--- config.mk ---
export PLATFORM = sky130hd
export DESIGN_NAME = mem_stage
export DESIGN_NICKNAME = d
export VERILOG_FILES = /design/src/rtl/mem_stage.sv
export SDC_FILE = /design/constraint.sdc
export NUM_CORES = 1
export LEC_CHECK = 0
export CAP_MARGIN = 40
export CORE_UTILIZATION = 35
export DETAILED_ROUTE_END_ITERATION = 10
export HOLD_SLACK_MARGIN = 0.06
export PLACE_DENSITY = 0.72
export SYNTH_ARGS = -nofsm -noshare
export SYNTH_HDL_FRONTEND = slang
export SYNTH_SLANG_ARGS = --single-unit
--- constraint.sdc ---
create_clock -name clk -period 4.5 [get_ports clk]
set_clock_uncertainty 0.05 [all_clocks]
set_input_delay 1.35 -clock clk [delete_from_list [all_inputs] [get_ports clk]]
set_output_delay 1.35 -clock clk [all_outputs]
set_load 0.03 [all_outputs]
--- src/rtl/mem_stage.sv ---
// MEM pipeline stage: load byte/half/word extraction, branch redirect at MEM,
// and a two-state wait FSM that freezes the front end while a load is outstanding.
module mem_stage (
   input  logic        clk,
   input  logic        rst,
   input  logic        flush,
   input  logic        in_valid,
   input  logic        in_regWrite,
   input  logic        in_memToReg,
   input  logic        in_memRead,
   input  logic        in_isDMByte,
   input  logic        in_isDMHalf,
   input  logic        in_isDMSigned,
   input  logic [29:0] in_pcp1,
   input  logic [4:0]  in_rw,
   input  logic [31:0] in_exout,
   input  logic [2:0]  in_branchType,
   input  logic        in_branchCommit,
   input  logic        in_branchAvail,
   input  logic [31:0] in_dmout,
   input  logic        dm_ready,
   input  logic [31:0] dm_rdata,
   output logic        mem_stall,
   output logic        correctAtMEM,
   output logic [29:0] correctPCAtMEM,
   output logic        wb_regWrite,
   output logic        wb_memToReg,
   output logic [4:0]  wb_rw,
   output logic [31:0] wb_data,
   output logic [37:0] bypass_mem
);

   typedef enum logic {S_IDLE, S_WAIT} state_t;

   state_t      r_state;
   state_t      w_nextState;
   logic        w_loadReq;
   logic        w_stall;
   logic [31:0] w_loadWord;
   logic [7:0]  w_byte;
   logic [15:0] w_half;
   logic [31:0] w_loadData;
   logic [31:0] w_wbData;
   logic        r_wbRegWrite;
   logic        r_wbMemToReg;
   logic [4:0]  r_wbRw;
   logic [31:0] r_wbData;

   assign w_loadReq = in_valid & in_memRead;

   // Gated by rst so the pipeline never sees a stall or redirect during reset.
   always_comb begin
      w_stall = 1'b0;
      if (rst) begin
         if (r_state == S_IDLE)
            w_stall = w_loadReq & ~dm_ready;
         else
            w_stall = ~dm_ready;
      end
   end

   always_comb begin
      w_nextState = r_state;
      case (r_state)
         S_IDLE: if (w_loadReq & ~dm_ready & ~flush) w_nextState = S_WAIT;
         S_WAIT: if (dm_ready | flush) w_nextState = S_IDLE;
         default: w_nextState = S_IDLE;
      endcase
   end

   // A load finishing after a wait takes the late bus word instead of the EX launch.
   always_comb begin
      w_loadWord = (r_state == S_WAIT) ? dm_rdata : in_dmout;
      case (in_exout[1:0])
         2'd0:    w_byte = w_loadWord[7:0];
         2'd1:    w_byte = w_loadWord[15:8];
         2'd2:    w_byte = w_loadWord[23:16];
         default: w_byte = w_loadWord[31:24];
      endcase
      w_half = in_exout[1] ? w_loadWord[31:16] : w_loadWord[15:0];
      if (in_isDMByte)
         w_loadData = {{24{in_isDMSigned & w_byte[7]}}, w_byte};
      else if (in_isDMHalf)
         w_loadData = {{16{in_isDMSigned & w_half[15]}}, w_half};
      else
         w_loadData = w_loadWord;
      w_wbData = in_memToReg ? w_loadData : in_exout;
   end

   always_ff @(posedge clk or negedge rst) begin
      if (!rst) begin
         r_state      <= S_IDLE;
         r_wbRegWrite <= 1'b0;
         r_wbMemToReg <= 1'b0;
         r_wbRw       <= 5'd0;
         r_wbData     <= 32'd0;
      end else begin
         r_state <= w_nextState;
         if (flush | w_stall) begin
            r_wbRegWrite <= 1'b0;
            r_wbMemToReg <= 1'b0;
         end else begin
            r_wbRegWrite <= in_regWrite & in_valid;
            r_wbMemToReg <= in_memToReg;
            r_wbRw       <= in_rw;
            r_wbData     <= w_wbData;
         end
      end
   end

   assign mem_stall      = w_stall;
   assign correctAtMEM   = rst & in_valid & in_branchCommit & (in_branchType != 3'd0) &
                           in_branchAvail & ~w_stall;
   assign correctPCAtMEM = in_pcp1 + in_exout[31:2];
   assign wb_regWrite    = r_wbRegWrite;
   assign wb_memToReg    = r_wbMemToReg;
   assign wb_rw          = r_wbRw;
   assign wb_data        = r_wbData;
   assign bypass_mem     = {in_regWrite, in_rw, in_exout};

endmodule

==> flow_summary.ini <==
[cts]
insertion_delay_ns = 0.29
root_buffer = clkbuf_16
hold_buffers = 0
clk_pin_slew_ns = 0.06
htree_levels = 2
clockBufferDepth = 2
cts_buffers = 5
cts_tree = yes
cts_num_sinks = 40

[synthesis]
synth_nets = 746
ys_seq_area_share_pct = 20.1
ys_types = 56
yosysWarnings = 0
synth_edf_count = 0
ys.flop_type = dfrtp_1
async_reset_ff_share_pct = 100
syn_avg_cell_area_um2 = 8.77
synth_top_area_share_pct = 20.1
yosysMostFrequentCell = nand2_1
yosys.area.top_type = dfrtp_1
synth_common_cells = nand2_1, o21ai_0, buf_4, dfrtp_1, a21oi_1
synth_area_leaders = dfrtp_1, mux4_2, ha_1
ys_seq_elements = 40
synthCells = 569
syn_area_um2 = 4990

[sta]
hold_violations = 0
max_freq_mhz = 208
relSlewSlack_pct = 45.4
hold_ws_ns = 0.429
final-setup-viol-count = 20
worst_pin_slew_ns = 0.818
fin_ws_ns = -0.303
period_needed_ns = 4.80
finalMaxSlewViolations = 0
min_period_over_period_pct = 107
rsz0062_at_grt = true

[power_and_ir_drop]
p_sw_mw = 0.918
p_int_mw = 1.40
vdd_drop_max_mv = 0.160
p_leak_nw = 3.86
power_frac_seq_pct = 18.6
switching_share_pct = 39.6
powerDensity_nw_per_um2 = 249
power.share.combinational_pct = 62.3
clkPwrFrac_pct = 19.1

[job]
maxCapViolCount = 0

[placed_design]
dp_hpwl_mm = 16.1
port_buffers = 255
place_congestion = 0.897
dp_cells = 1046

[global_routing]
first_global_vias = 5722
track_usage_pct = 27.6
grt_pass1_wl_mm = 31.0
grt_overflow = 0
grt_max_degree = 50
grt_antenna_before_repair = 1

[critical_path]
rrSetupSlack_ns = 1.62
crit_path_start_kind = primary input
cp_top_family = compound AO/OA/AOI/OAI gates
cp.arrival_ns = 3.40
endpoint_kind = primary output
reg2reg_from = r_state
crit_fanout = 2
crit_chain = buf_8 -> ha_4 -> inv_2 -> fa_2 -> nand2b_4 -> a21oi_4 -> o211ai_1 -> nand2_1 -> a211o_1 -> a21oi_2 -> xnor2_2 -> buf_6
ff2ff_path_depth = 8
crit_type = primary input to primary output
slowest_delay_ns = 0.39
critical_path_required_ns = 3.10
reg2reg_to = wb_data[17]
slowest_stage = o211ai_1
timing.critical_path.buf_inv = 3
crit_cells = 12

[floorplanning]
core_um2 = 13900
chipWidth_um = 121
start_util_pct = 36.0
die-area_um2 = 14700
num_rows = 43
io_pins = 256
die_y_um = 121

[detailed_routing]
via_per_inst = 5.37
vias = 5808
ant_nets = 0
dr.pass1.iters = 5
avgRoutedWirePerCell_um = 19.6
drtIter0Drc = 336
drc_errors = 0
wirelength_mm = 21.1

[hold_path]
min_from = wb_rw[2]
hold_depth = 2
whs_endpoint = wb_rw[2]
hold_class = flip-flop to flip-flop

[layout]
fin_nets = 1077
fin_util_pct = 67.2
fill_cells = 1064
num_antenna_cells = 0
drive_gt1_share_pct = 39.1
final_cell_count_no_fill = 1081
area_growth_syn_to_layout_pct = 86.9

[run_status]
status = complete, but fails checks
violations = negative setup slack
registers in the layout, summed over array words and instances, names as in the netlist:
signal and count:
wb_data 32, wb_rw 5, wb_memToReg 1, r_state 1, wb_regWrite 1
cell families after synthesis:
kind of cell / after synthesis / share of synthesized area, %
adders and majority gates: 30 / 7.67
muxes: 62 / 20.7
AOI/OAI and AO/OA: 185 / 23.2
buffers and inverters: 81 / 10.1
xor gates and xnor gates: 24 / 4.21
and+or+nand+nor: 147 / 14.0
DFF: 40 / 20.1
metal layers:
layer	global-route usage, %	vias up	part of all wire [%]
met4	6.79	2	1.7
met2	50.0	252	51
met5	0	-	0.061
met1	33.1	2806	40
li1	-	2723	-
met3	5.36	25	6.8
layout make-up:
class | instances | area [um^2] | share of cell area (%)
Timing Repair Buffer | 398 | 3560 | 38.2
Inverter | 7 | 26.3 | 0.282
Clock inverter | 1 | 30.0 | 0.322
Sequential cell | 40 | 1000 | 10.7
Multi-Input combinational cell | 448 | 4330 | 46.4
Tap cell | 180 | 225 | 2.41
Clock buffer | 7 | 153 | 1.64
metrics by stage:
step	setup TNS (ns)	worst slack [ns]	instance area (um^2)	total power, mW
5_1_grt	-5.13	-0.346	9330	2.43
4_1_cts	-3.88	-0.321	9130	2.26
3_5_place_dp	-14.43	-0.892	8370	1.71
6_report	-4.00	-0.303	9330	2.32
3_3_place_gp	-13.87	-0.889	8370	1.69
2_1_floorplan	-0.183	-0.0441	5280	1.14
what timing repair did:
item                                    CTS  global route
hold endpoints to repair                  0             0
pin swaps                                56            52
resized for setup                       191            65
setup buffers                            13            16
endpoints found under the setup margin   25            23
worst reg2reg max path: stages (launching register included):
cell and delay, ns:
dfrtp_2 0.36, buf_4 0.65, mux4_2 0.61, mux2_2 0.28, nand2_2 0.10, o21a_2 0.26
o21ai_0 0.19, o21ai_0 0.13, o21ai_0 0.10
worst max path at each step:
stage / startpoint / endpoint / slack, ns
after floorplan: in_pcp1[3] / correctPCAtMEM[29] / -0.04
after global placement: in_exout[2] / correctPCAtMEM[26] / -0.89
after detailed placement: in_exout[2] / correctPCAtMEM[26] / -0.89
after CTS: in_exout[6] / correctPCAtMEM[29] / -0.32
after global routing: in_exout[2] / correctPCAtMEM[22] / -0.35
final: in_exout[2] / correctPCAtMEM[22] / -0.30
cell usage in the layout, fill, tap and decap left out, types with 6 or more instances in the layout:
| master | count |
|---|---|
| clkdlybuf4s50_1 | 178 |
| buf_4 | 145 |
| nand2_1 | 62 |
| dfrtp_1 | 39 |
| o21ai_0 | 36 |
| o21ai_1 | 33 |
| mux4_2 | 33 |
| buf_6 | 31 |
| mux2i_1 | 28 |
| ha_4 | 24 |
| nor2_1 | 21 |
| a21oi_1 | 19 |
| o21a_1 | 18 |
| buf_2 | 15 |
| a21o_1 | 14 |
| nor2b_1 | 13 |
| clkbuf_2 | 10 |
| xnor2_1 | 9 |
| o22ai_1 | 9 |
| a21oi_4 | 8 |
| a21oi_2 | 8 |
| dlygate4sd2_1 | 8 |
| nor3_1 | 7 |
| nand3_1 | 6 |
| xor2_2 | 6 |
| xnor2_2 | 6 |
power groups by stage:
stage | Clock, mW | Sequential [mW] | Combinational (mW)
6_report | 0.443 | 0.431 | 1.45
5_1_grt | 0.465 | 0.437 | 1.53
4_1_cts | 0.451 | 0.431 | 1.38
3_5_place_dp | 0 | 0.436 | 1.27
3_3_place_gp | 0 | 0.434 | 1.26
2_1_floorplan | 0 | 0.525 | 0.619
(Power assumes the default switching activity.)
